## src/rtl/uart_rx_frame.sv

```systemverilog
// uart_rx_frame: oversampling UART receiver.
// Recovers frames of start bit, DATA_WIDTH data bits (LSB first), optional parity bit and
// one stop bit. Each bit is decided by a 2-of-3 majority vote around its centre.
//
// Ports:
//   clk          oversampling clock, Prescale x baud
//   RST          asynchronous active-low reset
//   RX_IN        serial line (idle high), already synchronised to clk
//   PAR_EN       1 = parity bit follows the data bits
//   PAR_TYP      0 = even parity, 1 = odd parity
//   Prescale     oversampling ratio (8, 16 or 32)
//   P_DATA       last correctly received data word
//   Data_Valid   one-cycle pulse when P_DATA updates
//   Parity_Error parity mismatch in the last frame
//   Stop_Error   stop bit sampled low in the last frame
module uart_rx_frame #(
    parameter int unsigned DATA_WIDTH = 8
) (
    input  logic                  clk,
    input  logic                  RST,
    input  logic                  RX_IN,
    input  logic                  PAR_EN,
    input  logic                  PAR_TYP,
    input  logic [5:0]            Prescale,
    output logic [DATA_WIDTH-1:0] P_DATA,
    output logic                  Data_Valid,
    output logic                  Parity_Error,
    output logic                  Stop_Error
);

    localparam logic [3:0] LastBit = 4'(DATA_WIDTH - 1);

    typedef enum logic [2:0] {StIdle, StStart, StData, StParity, StStop} state_e;

    state_e                state_q, state_d;
    logic [5:0]            edge_q, edge_d;
    logic [3:0]            bit_q, bit_d;
    logic                  samp_lo_q, samp_lo_d;
    logic                  samp_mid_q, samp_mid_d;
    logic [DATA_WIDTH-1:0] shift_q, shift_d;
    logic                  par_fail_q, par_fail_d;
    logic                  stop_fail_q, stop_fail_d;
    logic                  par_en_q, par_en_d;
    logic                  par_typ_q, par_typ_d;
    logic [5:0]            prescale_q, prescale_d;
    logic [DATA_WIDTH-1:0] p_data_q, p_data_d;
    logic                  dv_q, dv_d;
    logic                  pe_q, pe_d;
    logic                  se_q, se_d;

    logic [5:0] half, mid_lo, mid_hi, last_edge;
    logic       at_lo, at_mid, at_hi, at_last;
    logic       maj, glitch, start_ok, frame_start, frame_end, exp_par;

    assign half      = {1'b0, prescale_q[5:1]};
    assign mid_lo    = half - 6'd1;
    assign mid_hi    = half + 6'd1;
    assign last_edge = prescale_q - 6'd1;
    assign at_lo     = (edge_q == mid_lo);
    assign at_mid    = (edge_q == half);
    assign at_hi     = (edge_q == mid_hi);
    assign at_last   = (edge_q == last_edge);

    // Third sample is taken live from RX_IN in the evaluation cycle.
    assign maj = (samp_lo_q & samp_mid_q) | (samp_lo_q & RX_IN) | (samp_mid_q & RX_IN);

    assign glitch    = (state_q == StStart) && at_hi && maj;
    assign start_ok  = (state_q == StStart) && at_last;
    assign frame_end = (state_q == StStop) && at_last;
    // The cycle a low line is first seen counts as edge 0 of the start bit.
    assign frame_start = ((state_q == StIdle) && !RX_IN) || (frame_end && !RX_IN);
    assign exp_par     = (^shift_q) ^ par_typ_q;

    // State register
    always_ff @(posedge clk or negedge RST) begin
        if (!RST) begin
            state_q     <= StIdle;
            edge_q      <= '0;
            bit_q       <= '0;
            samp_lo_q   <= 1'b0;
            samp_mid_q  <= 1'b0;
            shift_q     <= '0;
            par_fail_q  <= 1'b0;
            stop_fail_q <= 1'b0;
            par_en_q    <= 1'b0;
            par_typ_q   <= 1'b0;
            prescale_q  <= '0;
            p_data_q    <= '0;
            dv_q        <= 1'b0;
            pe_q        <= 1'b0;
            se_q        <= 1'b0;
        end else begin
            state_q     <= state_d;
            edge_q      <= edge_d;
            bit_q       <= bit_d;
            samp_lo_q   <= samp_lo_d;
            samp_mid_q  <= samp_mid_d;
            shift_q     <= shift_d;
            par_fail_q  <= par_fail_d;
            stop_fail_q <= stop_fail_d;
            par_en_q    <= par_en_d;
            par_typ_q   <= par_typ_d;
            prescale_q  <= prescale_d;
            p_data_q    <= p_data_d;
            dv_q        <= dv_d;
            pe_q        <= pe_d;
            se_q        <= se_d;
        end
    end

    // Next-state logic
    always_comb begin
        state_d = state_q;
        case (state_q)
            StIdle:   if (!RX_IN) state_d = StStart;
            StStart: begin
                if (glitch)       state_d = StIdle;
                else if (at_last) state_d = StData;
            end
            StData:   if (at_last && (bit_q == LastBit)) state_d = par_en_q ? StParity : StStop;
            StParity: if (at_last) state_d = StStop;
            StStop:   if (at_last) state_d = RX_IN ? StIdle : StStart;
            default:  state_d = StIdle;
        endcase
    end

    // Counters, sampling, datapath and outputs
    always_comb begin
        edge_d      = edge_q;
        bit_d       = bit_q;
        samp_lo_d   = samp_lo_q;
        samp_mid_d  = samp_mid_q;
        shift_d     = shift_q;
        par_fail_d  = par_fail_q;
        stop_fail_d = stop_fail_q;
        par_en_d    = par_en_q;
        par_typ_d   = par_typ_q;
        prescale_d  = prescale_q;
        p_data_d    = p_data_q;
        dv_d        = 1'b0;
        pe_d        = pe_q;
        se_d        = se_q;

        if (frame_start) begin
            edge_d     = 6'd1;
            par_en_d   = PAR_EN;
            par_typ_d  = PAR_TYP;
            prescale_d = Prescale;
        end else if ((state_q == StIdle) || glitch || at_last) begin
            edge_d = '0;
        end else begin
            edge_d = edge_q + 6'd1;
        end

        if (state_q != StIdle) begin
            if (at_lo)  samp_lo_d  = RX_IN;
            if (at_mid) samp_mid_d = RX_IN;
        end

        if (start_ok) begin
            bit_d       = '0;
            par_fail_d  = 1'b0;
            stop_fail_d = 1'b0;
            pe_d        = 1'b0;
            se_d        = 1'b0;
        end

        if ((state_q == StData) && at_hi) begin
            for (int unsigned i = 0; i < DATA_WIDTH; i++) begin
                if (bit_q == i[3:0]) shift_d[i] = maj;
            end
        end
        if ((state_q == StData) && at_last && (bit_q != LastBit)) bit_d = bit_q + 4'd1;

        if ((state_q == StParity) && at_hi && (maj != exp_par)) par_fail_d = 1'b1;
        if ((state_q == StStop) && at_hi && !maj) stop_fail_d = 1'b1;

        if (frame_end) begin
            if (!par_fail_q && !stop_fail_q) begin
                p_data_d = shift_q;
                dv_d     = 1'b1;
                pe_d     = 1'b0;
                se_d     = 1'b0;
            end else begin
                pe_d = par_fail_q;
                se_d = stop_fail_q;
            end
        end
    end

    assign P_DATA       = p_data_q;
    assign Data_Valid   = dv_q;
    assign Parity_Error = pe_q;
    assign Stop_Error   = se_q;

endmodule
```

## config.mk

```make
export PLATFORM = sky130hd
export DESIGN_NAME = uart_rx_frame
export DESIGN_NICKNAME = d
export VERILOG_FILES = /design/src/rtl/uart_rx_frame.sv
export SDC_FILE = /design/constraint.sdc
export NUM_CORES = 1
export LEC_CHECK = 0
export BUFFER_PORTS_ARGS = -buffer_cell sky130_fd_sc_hd__buf_2
export CELL_PAD_IN_SITES_DETAIL_PLACEMENT = 1
export CELL_PAD_IN_SITES_GLOBAL_PLACEMENT = 1
export CORE_MARGIN = 1.5
export CORE_UTILIZATION = 45
export DETAILED_ROUTE_END_ITERATION = 8
export PLACE_DENSITY_LB_ADDON = 0.3
export SYNTH_ARGS = -nofsm -noshare
export SYNTH_HDL_FRONTEND = slang
export SYNTH_SLANG_ARGS = --single-unit
```

## constraint.sdc

```tcl
create_clock -name clk -period 4.6 [get_ports clk]
set_clock_uncertainty 0.1 [all_clocks]
set_input_delay 0.92 -clock clk [delete_from_list [all_inputs] [get_ports clk]]
set_output_delay 0.92 -clock clk [all_outputs]
set_load 0.01 [all_outputs]
```

* After elaboration in Yosys (flattened, before gate mapping) *
Cells that the tools add are included.

word-level totals
  register bits = 44
  latch bits = 0
  RAM bits = 0
  memory bits (read-only) = 0
  input port bits = 11
  output and inout bits = 11
  word-level logic and storage cells = 119
  memories kept = 0

operators by class
  add/subtract/negate cells = 5
  multiply operators = 0
  divide/modulo/power cells = 0
  magnitude comparators = 0
  eq/ne operators = 22
  shifts and indexed selects = 0
  muxes and demuxes = 22
  bitwise logic cells = 6
  reductions and logical operators = 42

operators with widths
  cell                   count
  $reduce_and A2 Y1      11
  $mux W3                7
  $eq A6 B6 Y1           3
  $eq A4 B3 Y1 const B   4
  $logic_and A1 B1 Y1    15
  $pmux W3 S5            1
  $mux W6                2
  $mux W1                10
  $eq A4 B2 Y1 const B   2
  $mux W4                2
  $ne A2 B2 Y1 const B   4
  $reduce_bool A2 Y1     4
  $reduce_xor A8 Y1      1
  $add A5 B1 Y6 const B  1
  $add A6 B1 Y6 const B  1
  $eq A3 B2 Y1 const B   2
  $eq A6 B5 Y1           1
  $sub A5 B1 Y6 const B  1
  $sub A6 B1 Y6 const B  1
  $reduce_and A5 Y1      1
  $add A4 B1 Y4 const B  1
  $eq A4 B1 Y1 const B   1
  $logic_not A1 Y1       4
  $logic_not A4 Y1       1
  11 further kinds       16

* Depth between registers and ports, before layout *
Gate-level depths: netlist of run 1.

  depth in word-level cells = 8
  depth in mapped cells = 10
  depth with buffers taken out = 8

* Worst setup path before layout of run 1 *
No wires, ideal clock.

  path type = register to register
  start point = register prescale_q[2]
  end point = register p_data_q[0] (netlist: P_DATA[0])
  library setup time = 0.125 ns
  data arrival time = 2.632 ns
  data required time = 4.375 ns
  path slack = 1.743 ns
  stages on the path, launching flop included = 11
  path buffers = 2
  period minus slack after synthesis = 2.857 ns
  path through = dfrtp_1 buf_6 inv_1 ha_1 a21boi_0 xnor2_1 nand3_1 a2111o_1 or4_4 buf_6 mux2_4

between the ends
  longest elaborated chain between the ends = 4

RTL lines
  what                         RTL line  RTL
  from (decl)                  45        logic [5:0] prescale_q, prescale_d;
  from (signal assigned)       103       prescale_q <= prescale_d;
  $sub A6 B1 Y6                58        assign last_edge = prescale_q - 6'd1;
  $eq A6 B6 Y1                 62        assign at_last = (edge_q == last_edge);
  $logic_and A1 B1 Y1          69        assign frame_end = (state_q == StStop) && at_last;
  $reduce_and A2 Y1 (no line)  --
  to (signal assigned)         104       p_data_q <= p_data_d;
  to (decl)                    46        logic [DATA_WIDTH-1:0] p_data_q, p_data_d;

Every way passes these cells.
A chain may end at the register's enable or synchronous reset.

* Final worst setup path of run 1 *
  start point = register prescale_q[2]
  end point = register prescale_q[4]

between the ends
  longest elaborated chain between the ends = 5

RTL lines
  what                 RTL line  RTL
  $sub A6 B1 Y6        58
  $eq A6 B6 Y1         62
  $logic_and A1 B1 Y1  69
  $logic_and A1 B1 Y1  71        assign frame_start = ((state_q == StIdle) && !RX_IN) || (frame_end && !RX_IN);
  $logic_or A1 B1 Y1   71

Every way passes these cells.

==> qor.yml, run 1 <==
status: "finished, final reports clean"
cts-htree-levels: 2
num_antenna_cells: 0
crit_required_ns: 4.69
synth_area_leaders: "dfrtp_1 (42%), mux2_2 (8.1%), xnor2_1 (6.0%), xor2_1 (4.7%), mux2_4 (4.6%)"
core-area_um2: 5570
num-nets-final: 278
worstMarginPinSlew_ns: 1.03
setup_violations: 0
initial_utilization_pct: 47.2
crit_fanout: 9
drtIter0Drc: 95
syn_inst: 245
fin_tns_setup_ns: 0
root_buffer: "clkbuf_8"
path_clk_slew_ns: 0.09
vias: 1885
swShare_pct: 41.8
ctsResizeCount: 0
cts_tree: "yes"
switchingPower_w: 0.000673
power.leakage_nw: 1.30
top_layer: "met4"
combPwrFrac_pct: 42.9
place.port_buffers: 21
post-route-period-util_pct: 70.8
path_class: "reg2reg"
ys_seq_elements: 44
die-area_um2: 6310
viasPerCell: 5.69
multi_input_area_um2: 1360
ys_types: 50
fmax_mhz: 307
synthArstFlopShare_pct: 100
grt_pass1_wl_mm: 10.2
regArea_um2: 1100
grt_max_degree: 45
place_area_um2: 2710
met3WireLength_um: 210
die_x_um: 79.5
power_density_nw_per_um2: 570
antenna_found_initial: 0
rsz0062_at_grt: "no"
grt_pass1_vias: 1971
p_clk_share_pct: 19.1
yosys_warnings: 0
p_seq_share_pct: 38.1
start_kind: "flip-flop"
avgSynthCellArea_um2: 10.7
synth_edf_count: 0
area_delta_synth_final_pct: 7.42
synth_top_area_share_pct: 41.8
wl_met1_mm: 2.85
gr-total-overflow: 0
drc: 0
hold_violations: 0
cts_made_buffers: 5
whs_ns: 0.410
wl_met2_mm: 2.83
die_y_um: 79.5
wl_per_cell_um: 18.0
dp_hpwl_mm: 4.53
ctsHoldBuffers: 0
synth_ff_type: "dfrtp_1"
wl_mm: 5.97
slew_headroom_pct: 31.2
rows: 27
clk_path_buf_depth: 2
slew_viol_final: 0
dr.pass1.iters: 4
num-fill-cells: 625
syn_nets: 265
clkSinkCount: 44
postRouteAntennaNets: 0
synth.largest_area_cell: "dfrtp_1"
drive_gt1_share_pct: 23.6
ios: 22
yosysSeqAreaShare_pct: 41.8
grt_usage_pct: 21.2
cellInternalPower_w: 0.000937
final_area_um2: 2830
syn_area_um2: 2630
finalCriticalPeriod_ns: 3.26
clock_latency_ns: 0.30
gp_congestion: 0.972
worstPathArrival_ns: 3.35
post-cts-setup-buffer-count: 0
maxCapViolCount: 0
end_kind: "flip-flop"
ir_drop_uv: 294
hold_path_class: "reg2reg"
[layout by cell type (no fill, tap or decap), types with 3 or more instances in the layout]
cell type,instances
a21oi_1,5
a31oi_1,3
and2_1,5
buf_2,21
clkbuf_8,5
dfrtp_1,44
ha_1,9
inv_1,14
mux2_2,19
mux2_4,8
nand2_1,11
nand2b_1,3
nand3_1,6
nand3b_1,3
nand4_1,10
nor2_1,12
nor2b_1,4
nor3_1,9
o21ai_0,6
xnor2_1,18
xor2_1,14
[through the flow]
stage	power (W)	worst slack (ns)	utilization [%]	instances
6_report	0.00161	1.34	50.7	331
3_5_place_dp	0.00130	1.39	48.6	323
4_1_cts	0.00162	1.36	50.7	331
2_1_floorplan	0.00116	1.74	-	245
3_3_place_gp	0.00127	1.57	48.6	323
5_1_grt	0.00174	1.07	50.7	331
[synthesized netlist by cell type, types with 2 or more instances]
master and instances:
nand2_1 11, nand2b_1 3, a22o_1 2, nor2_1 12, a31oi_1 3, buf_6 6
nor2b_1 4, o311ai_0 2, mux2_4 8, clkbuf_1 5, a21oi_1 5, mux2_2 19
xor2_1 14, xnor2_1 18, nand3b_1 3, ha_1 9, dfrtp_1 44, and2_1 5
inv_1 14, nand3_1 6, nand4_1 10, nor3_1 9, o21ai_0 6
[state kept, by name, summed over array words and instances, names as in the netlist]
name and flops:
Stop_Error 1, shift_q 8, par_fail_q 1, Parity_Error 1, state_q 3, bit_q 4
samp_lo_q 1, edge_q 6, samp_mid_q 1, P_DATA 8, prescale_q 6, stop_fail_q 1
par_typ_q 1, Data_Valid 1, par_en_q 1
[power by group through the flow]
stage               clock network, W  registers, W  logic [W]
detailed placement                 0      0.000621   0.000684
global route                0.000332      0.000634   0.000774
floorplan                          0      0.000532   0.000629
global placement                   0      0.000615   0.000659
CTS                         0.000313      0.000614   0.000693
finish                      0.000307      0.000613   0.000690
[layout make-up]
| type | instances | share of cell area [%] |
|---|---|---|
| clock buffers | 5 | 2.43 |
| clock inverters | 3 | 1.64 |
| inverters | 14 | 1.86 |
| multi-input cells | 172 | 48.2 |
| flip-flops and latches | 44 | 39.0 |
| well taps | 72 | 3.19 |
| repair buffers | 21 | 3.72 |
[cells by family (layout without fill, tap and decap cells)]
family | after synthesis | count (layout) | synth area share (%)
buffers and inverters | 29 | 43 | 6.37
adder cells (fa/ha/maj) | 10 | 10 | 4.66
AO/OA/AOI/OAI | 34 | 34 | 9.65
flip-flops | 44 | 44 | 41.8
multiplexers | 28 | 28 | 13.1
XOR/XNOR | 32 | 32 | 10.7
AND/OR/NAND/NOR | 68 | 68 | 13.7
[routing by layer]
| layer | up-vias | global-route usage [%] |
|---|---|---|
| met2 | 38 | 34.2 |
| li1 | 884 | - |
| met4 | 0 | 5.79 |
| met3 | 7 | 4.11 |
| met1 | 956 | 29.0 |
| met5 | - | 0 |
[critical path, cell delays in order (launching register included)]
cell,delay [ns]
dfrtp_1,0.49
inv_1,0.14
ha_1,0.21
a21boi_0,0.34
xnor2_1,0.17
nand3_1,0.13
a2111oi_2,0.89
o21ai_2,0.31
mux2_2,0.36
[final timing paths]
path                                 end  depth (start not counted)     startpoint  slack, ns
hold / removal                 P_DATA[2]                          1      P_DATA[2]       0.41
setup reg to reg           prescale_q[4]                          8  prescale_q[2]       1.34
min in group asynchronous      edge_q[5]                          1            RST       0.66
hold reg to reg                P_DATA[2]                          1      P_DATA[2]       0.41
setup / recovery           prescale_q[4]                          8  prescale_q[2]       1.34
max in group asynchronous  prescale_q[5]                          1            RST       3.12
(Power assumes the default switching activity.)
==> run 2, diff against run 1 <==
CORE_UTILIZATION = 43   (was 45)
clock period = 2.7 ns   (was 4.6 ns; I/O delays follow)
==> qor.yml, run 2 (same netlist as run 1, synthesis figures left out) <==
grt_max_degree: 27
status: "finished, final reports clean"
place.port_buffers: 21
hold_violations: 0
area_delta_synth_final_pct: 12.3
worstMarginPinSlew_ns: 0.630
clock_latency_ns: 0.30
drc: 0
power_density_nw_per_um2: 960
end_kind: "flip-flop"
utilization_pct: 49.9
ir_drop_uv: 462
slew_viol_final: 0
gr-total-overflow: 0
power.leakage_nw: 1.37
final_area_um2: 2960
slew_headroom_pct: 58.0
wl_mm: 6.05
dp_hpwl_mm: 4.46
fmax_mhz: 381
clkSinkCount: 44
root_buffer: "clkbuf_8"
clk_path_buf_depth: 2
final_cell_mix: "dfrtp_1 (43), buf_2 (21), mux2_2 (19)"
grt_pass1_wl_mm: 9.94
viasPerCell: 5.54
rsz0062_at_grt: "yes"
worstPathArrival_ns: 2.72
grt_pass1_vias: 1913
finalCriticalPeriod_ns: 2.63
core-area_um2: 5920
postRouteAntennaNets: 0
drtIter0Drc: 80
hold_path_class: "in2async"
post-cts-setup-buffer-count: 0
vias: 1935
cts_tree: "yes"
place_area_um2: 2850
maxCapViolCount: 0
die_x_um: 81.2
ctsResizeCount: 0
rows: 28
grt_usage_pct: 20.3
ios: 22
ctsHoldBuffers: 0
die-area_um2: 6600
num_antenna_cells: 0
antenna_found_initial: 0
whs_ns: 0.0690
cts_made_buffers: 5
wl_per_cell_um: 17.3
path_class: "reg2reg"
gp_congestion: 0.833
drive_gt1_share_pct: 29.9
initial_utilization_pct: 44.4
crit_fanout: 5
dr.pass1.iters: 6
post-route-period-util_pct: 97.3
num-nets-final: 293
die_y_um: 81.2
setup_violations: 0
cts-htree-levels: 2
start_kind: "flip-flop"
crit_required_ns: 2.79
path_clk_slew_ns: 0.09
layout_commonest_cell: "dfrtp_1"
==> run 2: power breakdown <==
group / internal [W] / total (W) / switching (W)
sequential: 0.000803 / 0.00103 / 0.000223
combinational: 0.000639 / 0.00137 / 0.000729
clock: 0.000208 / 0.000442 / 0.000234
total: 0.00165 / 0.00284 / 0.00119
==> run 2: layer usage <==
| metal | vias to the layer above | track usage [%] | wire length [um] |
|---|---|---|---|
| met5 | - | 0 | 0 |
| met4 | 0 | 6.72 | 68 |
| met3 | 7 | 3.71 | 145 |
| met2 | 24 | 30.5 | 2760 |
| met1 | 980 | 29.2 | 3070 |
| li1 | 924 | - | - |
==> run 2: layout make-up <==
type / instances / area, um2
fill: 678 / 2970
multi-input combinational: 173 / 1400
sequential: 44 / 1100
timing repair buffer: 35 / 210
tap: 75 / 93.8
clock buffer: 7 / 86.3
inverter: 14 / 55.1
clock inverter: 1 / 7.51
==> run 2: worst paths after layout <==
kind,end,start,depth (start not counted),slack [ns]
max,P_DATA[7],prescale_q[1],8,0.07
min in group clk,prescale_q[3],Prescale[3],2,0.36
max reg2reg,P_DATA[7],prescale_q[1],8,0.07
min,prescale_q[1],RST,1,0.07
max in group asynchronous,bit_q[3],RST,2,1.73
min reg2reg,Parity_Error,Parity_Error,1,0.41
==> run 2: worst max-delay path: stages (launching register included) <==
cell,delay [ns]
dfrtp_1,0.40
inv_2,0.10
ha_4,0.15
a21boi_2,0.19
nand2_1,0.11
xnor2_2,0.15
a2111o_1,0.41
or4_4,0.57
mux2_4,0.33
==> run 2: stage by stage <==
| stage | setup TNS [ns] | power, W | setup WS (ns) | instances |
|---|---|---|---|---|
| floorplan | 0 | 0.00202 | 0.00159 | 245 |
| global placement | 0 | 0.00232 | 0.105 | 340 |
| detailed placement | 0 | 0.00238 | 0.0310 | 340 |
| CTS | 0 | 0.00284 | 0.000951 | 348 |
| global route | -0.231 | 0.00308 | -0.0512 | 349 |
| finish | 0 | 0.00284 | 0.0734 | 349 |
==> run 3, diff against run 2 <==
MAX_ROUTING_LAYER = met4   (was unset)
==> qor.yml, run 3 (same netlist as run 1, synthesis figures left out) <==
power.leakage_nw: 1.37
top_layer: "met4"
root_buffer: "clkbuf_8"
drc: 0
layout_commonest_cell: "dfrtp_1"
rsz0062_at_grt: "yes"
finalCriticalPeriod_ns: 2.62
vias: 1932
whs_ns: 0.0656
crit_required_ns: 2.79
worstMarginPinSlew_ns: 0.619
gr-total-overflow: 0
slew_headroom_pct: 58.7
cts-htree-levels: 2
drtIter0Drc: 97
final_cell_mix: "dfrtp_1 (43), buf_2 (21), mux2_2 (19)"
place.port_buffers: 21
ios: 22
die-area_um2: 6600
grt_max_degree: 27
wl_per_cell_um: 17.2
dp.cells: 340
num-fill-cells: 678
dp_hpwl_mm: 4.46
wl_met1_mm: 3.02
post-cts-setup-buffer-count: 0
worstPathArrival_ns: 2.72
path_clk_slew_ns: 0.09
cts_tree: "yes"
slew_viol_final: 0
fmax_mhz: 381
maxCapViolCount: 0
grt_pass1_vias: 1913
core-area_um2: 5920
cts_made_buffers: 5
area_delta_synth_final_pct: 12.3
clkSinkCount: 44
dr.pass1.iters: 4
crit_fanout: 5
start_kind: "flip-flop"
status: "finished, final reports clean"
postRouteAntennaNets: 0
end_kind: "flip-flop"
wl_met2_mm: 2.76
die_y_um: 81.2
rows: 28
final_cells: 349
hold_path_class: "in2async"
gp_congestion: 0.846
grt_usage_pct: 20.9
path_class: "reg2reg"
die_x_um: 81.2
post-route-period-util_pct: 97.2
antenna_found_initial: 0
drive_gt1_share_pct: 29.9
ctsResizeCount: 0
initial_utilization_pct: 44.4
grt_pass1_wl_mm: 9.93
met3WireLength_um: 172
power_density_nw_per_um2: 959
ctsHoldBuffers: 0
wl_mm: 6.02
clk_path_buf_depth: 2
viasPerCell: 5.54
hold_violations: 0
setup_violations: 0
num-nets-final: 293
ir_drop_uv: 460
num_antenna_cells: 0
clock_latency_ns: 0.30
==> run 3: cell counts in the layout (fill, tap and decap cells not counted) <==
No cell type changed its count.
==> run 3: final cells by class <==
type	instances	area [um2]	area share, %
clock inverters	1	7.51	0.254
inverters	14	55.1	1.86
repair buffers	35	210	7.11
flip-flops and latches	44	1100	37.3
well taps	75	93.8	3.18
clock buffers	7	86.3	2.92
multi-input cells	173	1400	47.4
==> run 3: critical path: stages, from the launching register on <==
cell and delay, ns:
dfrtp_1 0.40, inv_2 0.10, ha_4 0.15, a21boi_2 0.19
nand2_1 0.11, xnor2_2 0.15, a2111o_1 0.41, or4_4 0.57
mux2_4 0.33
==> run 3: metrics by stage <==
| stage | setup TNS (ns) | power (W) | util [%] | setup slack [ns] | cell area, um2 |
|---|---|---|---|---|---|
| after detailed placement | 0 | 0.00238 | 48.1 | 0.0310 | 2850 |
| after global routing | -0.230 | 0.00308 | 49.9 | -0.0511 | 2960 |
| after global placement | 0 | 0.00232 | 48.1 | 0.105 | 2850 |
| after CTS | 0 | 0.00284 | 49.7 | 0.000951 | 2940 |
| after floorplan | 0 | 0.00202 | - | 0.00159 | 2660 |
| final | 0 | 0.00284 | 49.9 | 0.0751 | 2960 |
==> run 3: per-layer routing <==
| metal | vias to the layer above | global-route usage (%) |
|---|---|---|
| met2 | 31 | 30.7 |
| li1 | 926 | - |
| met1 | 969 | 28.9 |
| met3 | 6 | 4.38 |
| met4 | 0 | 6.21 |
| met5 | - | - |
==> run 3: path summary, 6_finish.rpt <==
check                               from            end  slack [ns]  cells after the start
max                        prescale_q[1]      P_DATA[7]        0.08                      8
min                                  RST  prescale_q[1]        0.07                      1
max reg2reg                prescale_q[1]      P_DATA[7]        0.08                      8
min reg2reg                 Parity_Error   Parity_Error        0.41                      1
max in group asynchronous            RST       bit_q[2]        1.72                      2
min in group clk             Prescale[3]  prescale_q[3]        0.36                      2
==> run 3: where the power goes <==
part | leakage [nW] | internal [W] | switching, W | total, W
sequential | 0.580 | 0.000803 | 0.000223 | 0.00103
combinational | 0.741 | 0.000639 | 0.000726 | 0.00137
clock | 0.0445 | 0.000208 | 0.000236 | 0.000444
total | 1.37 | 0.00165 | 0.00118 | 0.00284
